==> src/rtl/lsu_pkg.sv <==
// Shared definitions for the load/store unit: opcode field layout, size codes,
// FSM state encoding and request-legality helpers.
package lsu_pkg;

    localparam int OP_STORE_BIT    = 3;
    localparam int OP_UNSIGNED_BIT = 2;

    localparam logic [1:0] SIZE_B       = 2'b00;
    localparam logic [1:0] SIZE_H       = 2'b01;
    localparam logic [1:0] SIZE_ILLEGAL = 2'b10;
    localparam logic [1:0] SIZE_W       = 2'b11;

    localparam logic [31:0] DEFAULT_BASE_ADDR   = 32'h1000_1000;
    localparam int          DEFAULT_DEPTH_WORDS = 16;

    typedef enum logic [2:0] {
        ST_IDLE = 3'd0,
        ST_RD   = 3'd1,
        ST_CAP  = 3'd2,
        ST_WR   = 3'd3,
        ST_RESP = 3'd4
    } lsu_state_e;

    function automatic logic op_is_illegal(input logic [3:0] op);
        return (op[1:0] == SIZE_ILLEGAL) || (op[OP_STORE_BIT] && op[OP_UNSIGNED_BIT]);
    endfunction

    function automatic logic addr_is_misaligned(input logic [1:0] size, input logic [1:0] low_addr);
        return ((size == SIZE_H) && low_addr[0]) || ((size == SIZE_W) && (low_addr != 2'b00));
    endfunction

endpackage

==> src/rtl/lsu_lane_align.sv <==
// Big-endian byte/halfword lane handling: extracts and extends load data and
// merges sub-word store data into the previously read word.
module lsu_lane_align
    import lsu_pkg::*;
(
    input  logic [31:0] ld_word,
    input  logic [1:0]  offset,
    input  logic [1:0]  size,
    input  logic        is_unsigned,
    output logic [31:0] ld_data,
    input  logic [31:0] st_old_word,
    input  logic [31:0] st_wdata,
    output logic [31:0] st_merged
);

    logic [4:0]  byte_shift;
    logic [4:0]  half_shift;
    logic [31:0] byte_word;
    logic [31:0] half_word;
    logic [7:0]  ld_byte;
    logic [15:0] ld_half;

    // Offset 0 lives in the most significant lane, so the shift is (3 - offset) lanes.
    always_comb begin
        byte_shift = {~offset, 3'b000};
        half_shift = {~offset[1], 4'b0000};
        byte_word  = ld_word >> byte_shift;
        half_word  = ld_word >> half_shift;
        ld_byte    = byte_word[7:0];
        ld_half    = half_word[15:0];
    end

    always_comb begin
        ld_data = '0;
        case (size)
            SIZE_B:  ld_data = is_unsigned ? {24'b0, ld_byte} : {{24{ld_byte[7]}}, ld_byte};
            SIZE_H:  ld_data = is_unsigned ? {16'b0, ld_half} : {{16{ld_half[15]}}, ld_half};
            SIZE_W:  ld_data = ld_word;
            default: ld_data = '0;
        endcase
    end

    always_comb begin
        st_merged = st_old_word;
        case (size)
            SIZE_B: st_merged = (st_old_word & ~(32'h0000_00FF << byte_shift))
                              | (32'(st_wdata[7:0]) << byte_shift);
            SIZE_H: st_merged = (st_old_word & ~(32'h0000_FFFF << half_shift))
                              | (32'(st_wdata[15:0]) << half_shift);
            SIZE_W: st_merged = st_wdata;
            default: st_merged = st_old_word;
        endcase
    end

endmodule

==> src/rtl/load_store_unit.sv <==
// MEM-stage load/store unit: one request per handshake, word-wide accesses to
// data_memory, read-modify-write for sub-word stores, error rejection up front.
module load_store_unit
    import lsu_pkg::*;
#(
    parameter logic [31:0] BASE_ADDR   = DEFAULT_BASE_ADDR,
    parameter int          DEPTH_WORDS = DEFAULT_DEPTH_WORDS
) (
    input  logic        clk,
    input  logic        rst_n,
    input  logic        req_valid,
    output logic        req_ready,
    input  logic [3:0]  req_op,
    input  logic [31:0] req_addr,
    input  logic [31:0] req_wdata,
    output logic        resp_valid,
    output logic [31:0] resp_rdata,
    output logic        resp_err,
    output logic [31:0] mem_address,
    output logic [31:0] mem_write_data,
    output logic        mem_read,
    output logic        mem_write,
    input  logic [31:0] mem_read_data
);

    localparam logic [32:0] END_ADDR = {1'b0, BASE_ADDR} + 33'(4 * DEPTH_WORDS);

    lsu_state_e  state_q, state_d;
    logic [3:0]  op_q, op_d;
    logic [31:0] addr_q, addr_d;
    logic [31:0] wdata_q, wdata_d;
    logic [31:0] resp_rdata_q, resp_rdata_d;
    logic        resp_err_q, resp_err_d;

    logic        accept;
    logic        req_store;
    logic        req_illegal;
    logic        req_misaligned;
    logic        req_range_err;
    logic        req_err;
    logic        op_store;
    logic [31:0] ld_data;
    logic [31:0] st_merged;

    assign accept   = req_valid && (state_q == ST_IDLE);
    assign op_store = op_q[OP_STORE_BIT];

    // Range check is done in 33 bits so the top of the window cannot wrap.
    always_comb begin
        req_store      = req_op[OP_STORE_BIT];
        req_illegal    = op_is_illegal(req_op);
        req_misaligned = addr_is_misaligned(req_op[1:0], req_addr[1:0]);
        req_range_err  = ({1'b0, req_addr} < {1'b0, BASE_ADDR}) || ({1'b0, req_addr} >= END_ADDR);
        req_err        = req_illegal || req_misaligned || req_range_err;
    end

    lsu_lane_align u_lane_align (
        .ld_word     (mem_read_data),
        .offset      (addr_q[1:0]),
        .size        (op_q[1:0]),
        .is_unsigned (op_q[OP_UNSIGNED_BIT]),
        .ld_data     (ld_data),
        .st_old_word (mem_read_data),
        .st_wdata    (wdata_q),
        .st_merged   (st_merged)
    );

    always_ff @(posedge clk or negedge rst_n) begin
        if (!rst_n) begin
            state_q      <= ST_IDLE;
            op_q         <= '0;
            addr_q       <= '0;
            wdata_q      <= '0;
            resp_rdata_q <= '0;
            resp_err_q   <= 1'b0;
        end else begin
            state_q      <= state_d;
            op_q         <= op_d;
            addr_q       <= addr_d;
            wdata_q      <= wdata_d;
            resp_rdata_q <= resp_rdata_d;
            resp_err_q   <= resp_err_d;
        end
    end

    always_comb begin
        state_d = state_q;
        case (state_q)
            ST_IDLE: begin
                if (accept) begin
                    if (req_err) begin
                        state_d = ST_RESP;
                    end else if (req_store && (req_op[1:0] == SIZE_W)) begin
                        state_d = ST_WR;
                    end else begin
                        state_d = ST_RD;
                    end
                end
            end
            ST_RD:   state_d = ST_CAP;
            ST_CAP:  state_d = ST_RESP;
            ST_WR:   state_d = ST_RESP;
            ST_RESP: state_d = ST_IDLE;
            default: state_d = ST_IDLE;
        endcase
    end

    // Response registers are only updated on the edge entering RESP, so they hold between responses.
    always_comb begin
        op_d         = op_q;
        addr_d       = addr_q;
        wdata_d      = wdata_q;
        resp_rdata_d = resp_rdata_q;
        resp_err_d   = resp_err_q;
        if (accept) begin
            op_d    = req_op;
            addr_d  = req_addr;
            wdata_d = req_wdata;
            if (req_err) begin
                resp_rdata_d = '0;
                resp_err_d   = 1'b1;
            end
        end
        if (state_q == ST_CAP) begin
            resp_rdata_d = op_store ? '0 : ld_data;
            resp_err_d   = 1'b0;
        end
        if (state_q == ST_WR) begin
            resp_rdata_d = '0;
            resp_err_d   = 1'b0;
        end
    end

    always_comb begin
        req_ready      = (state_q == ST_IDLE);
        resp_valid     = (state_q == ST_RESP);
        mem_read       = (state_q == ST_RD);
        mem_write      = (state_q == ST_WR) || ((state_q == ST_CAP) && op_store);
        mem_address    = {addr_q[31:2], 2'b00};
        mem_write_data = '0;
        if (state_q == ST_WR) begin
            mem_write_data = wdata_q;
        end else if ((state_q == ST_CAP) && op_store) begin
            mem_write_data = st_merged;
        end
        resp_rdata     = resp_rdata_q;
        resp_err       = resp_err_q;
    end

endmodule

==> config.mk <==
export PLATFORM = sky130hd
export DESIGN_NAME = load_store_unit
export DESIGN_NICKNAME = d
export VERILOG_FILES = /design/src/rtl/lsu_pkg.sv /design/src/rtl/lsu_lane_align.sv /design/src/rtl/load_store_unit.sv
export SDC_FILE = /design/constraint.sdc
export NUM_CORES = 1
export LEC_CHECK = 0
export ABC_AREA = 1
export CAP_MARGIN = 20
export CORE_MARGIN = 4
export CORE_UTILIZATION = 36
export DETAILED_ROUTE_END_ITERATION = 7
export SLEW_MARGIN = 0
export SYNTH_ARGS = -nofsm -noshare
export SYNTH_HDL_FRONTEND = slang
export SYNTH_SLANG_ARGS = --single-unit
==> constraint.sdc <==
create_clock -name clk -period 2.3 [get_ports clk]
set_input_delay 0.575 -clock clk [delete_from_list [all_inputs] [get_ports clk]]
set_output_delay 0.575 -clock clk [all_outputs]
set_load 0.05 [all_outputs]
==> results.md <==
- Status: finished, violations left
- Failing checks: setup timing
- Chip Width: 141 um
- Ys flop type: dfrtp_1
- Share of synthesized registers carrying an async set or reset: 1.00
- Worst-path maximum fanout: 7
- Number of synthesized register bits: approximately 100
- Share of cells above drive strength 1: 0.240
- Clk slew on worst S/H paths: 80 ps
- Hold Fails Final Rpt: 0
- Min-Delay Path Class: primary input to async pin
- H-tree Lvls: 3
- Clk pwr share: 0.298
- Synth Cell Area: between 0.006 and 0.007 mm^2
- Post-Syn Instances: 838
- Die Y-Extent: 141 um
- Register area: approximately 0.0026 mm^2
- Cts hold-fix bufs: 0
- TNS Setup: -5130 ps
- Starting Density: 0.368
- Reg-to-reg startpoint: op_q[1]
- Multi-input gate area: 0.00307 mm^2
- CP startpoint: op_q[1]
- Drt drc: 0
- Layout filler cell count: 1,622
- GRT Total Usage: 0.218
- Combinational power share: 0.338
- Final Util: 0.578
- Met2 Usage GRT: 0.335
- Synth area leaders: dfrtp_1, nand2_1, o21ai_0
- VDD IR-drop max: 0.406 mV
- Synth top area share: 0.408
- Sw Share: 0.339
- Endpoints failing setup: 32
- Int Power: 0.00384 W
- Commonest non-fill, non-tap cell in the layout: nand2_1
- Netlist cell types: 33
- Met3 GRT Util: 0.0505
- Unrepaired setup endpoints after global routing: true
- Antenna violations before repair: 0
- Synth Warn #: 0
- Root Buffer: clkbuf_16
- Flop pwr share: 0.364
- Commonest non-fill, non-tap cells in the layout: nand2_1, clkdlybuf4s50_1, dfrtp_1
- Drt first pass iters: 6
- Clock Skew: just over 9 ps
- Largest net degree at the start of global routing: 54
- Crit path kind: flip-flop to output port
- GPL Wtd Cong: between 0.9 and 1
- Highest Clock Rate: 397 MHz
- Total die area: 0.0199 mm^2
- # nets final: ~1,200
- Pwr dens: roughly 580 mW/mm^2
- I/O pins: a little over 200
- Nature of the critical path endpoint: output port
- Switching power summed over all nets: around 0.0020 W
- Total congestion overflow: 0
- Cell row count: 48
- CTS sink cnt: roughly 100
- CTS tree: done
- Syn avg cell area: between 7 and 8 um^2
- Setup slack after layout: -220 ps
- Number of synthesized flops with an enable pin: 0
- Routed Wire Length: 21.7 mm
- Most used routing layer: met2
- Number of global-route vias before repair: 6,228
- Detail Route Antenna Nets: 0
- Relative max-transition margin: 0.647
- Hpwl dp: 16.7 mm
- Critical path required time: 1730 ps
- CP arrival: 1940 ps
- Startpoint Class: flip-flop
- Worst Max-Slew Pin Slew: 528 ps
- Vias per inst: 4.90
- Leakage: 4.76 nW
- First-pass GRT wire length: 34.5 mm
- Finished Cell Area: 0.00999 mm^2
- Hold Slack: 144 ps
- Buffers on Ports: 201
- Antenna fix cells: 0
- Tmin final: 2520 ps
- Core Region: 0.0173 mm^2
- Post-placement setup slack: -239 ps
- Area delta synth->final: 56.9%
- Total CTS buffers: 9
- # Max-Cap Violations: 0
- Final count of pins violating max slew: 0
- Vias: 6,394
- Clk_lat worst skew: roughly 360 ps
- Initial detailed-routing violation count: 444
- Area leader, netlist: dfrtp_1
- CTS Buffer Depth: 2
- Sequential area share after synthesis: 0.408
- Placed cell area: 0.00915 mm^2
- Met1 global-route usage: 0.315
- Final period util: 1.10
- WL/cell: 16.6 um
power by group through the flow:
stage	Combinational (W)	Sequential, W	Clock, W
finish	0.00197	0.00212	0.00173
global route	0.00211	0.00214	0.00185
CTS	0.00188	0.00211	0.00177
detailed placement	0.00173	0.00215	0
global placement	0.00172	0.00214	0
floorplan	0.00114	0.00211	0
Yosys cell counts (2+ instances only):
master and instances:
inv_1 90, nor2_1 66, buf_2 16, clkbuf_1 5, o21ai_1 15, nor2_4 2, dfrtp_1 104, nand2_2 4
buf_6 14, nand2_1 219, o211ai_1 14, mux2_2 33, a22oi_1 16, buf_4 33, o21ai_0 76, inv_2 9
nor3_1 2, a21oi_1 45, nand2_4 3, nand3_1 59
registers in the layout (all words and copies together) (netlist names):
signal,cells
wdata_q,32
resp_err,1
op_q,4
resp_rdata,32
state_q,3
addr_q,32
kinds of logic (layout without fill, tap and decap cells):
kind of cell           Yosys count  count (layout)  share of synthesized area
AND/OR/NAND/NOR                360             360                      0.240
AO/OA/AOI/OAI                  170             170                      0.151
buffers and inverters          170             411                      0.141
flip-flops                     104             104                      0.408
multiplexers                    33              33                     0.0583
other                            1               2                   0.000589
timing repair:
action                     CTS  global route
setup endpoints to repair   33            33
buffers inserted            17             7
gates cloned                 2             1
pin swaps                   15            23
resized for setup           69            34
final cells by class:
| cell class | count | share of cell area |
|---|---|---|
| clock buffer | 10 | 0.0239 |
| inverter | 100 | 0.0406 |
| timing repair inverter | 1 | 0.000376 |
| sequential | 104 | 0.261 |
| tap | 225 | 0.0282 |
| clock inverter | 6 | 0.00914 |
| multi-input combinational | 565 | 0.307 |
| timing repair buffer | 294 | 0.330 |
per-layer routing:
layer  vias up  share of wire  wire, um
li1       3156              -         -
met1      2998           0.45      9830
met2       223           0.46      9980
met3        17          0.076      1650
met4         0          0.011       236
met5         -              0         0
stage by stage:
step	instances	power (W)
2_1_floorplan	839	0.00325
3_3_place_gp	1264	0.00386
3_5_place_dp	1264	0.00387
4_1_cts	1299	0.00576
5_1_grt	1305	0.00610
6_report	1305	0.00581
worst paths after layout:
kind / end / slack, ps / cells after the start
min in group clk: addr_q[13] / 480 / 2
max: mem_write_data[5] / -220 / 9
min reg2reg: addr_q[13] / 480 / 2
max reg2reg: resp_rdata[7] / 490 / 8
min: addr_q[14] / 140 / 1
max in group asynchronous: resp_rdata[6] / 1550 / 2
worst max-delay path, cell delays in order (launching register included):
cell and delay, ps:
dfrtp_2 470, inv_4 100, nand2_4 100, o211ai_4 270, buf_6 160, buf_16 110
o21ai_0 70, nand2_1 70, o21ai_2 70, buf_12 150
Power figures use the tool's default switching activity.
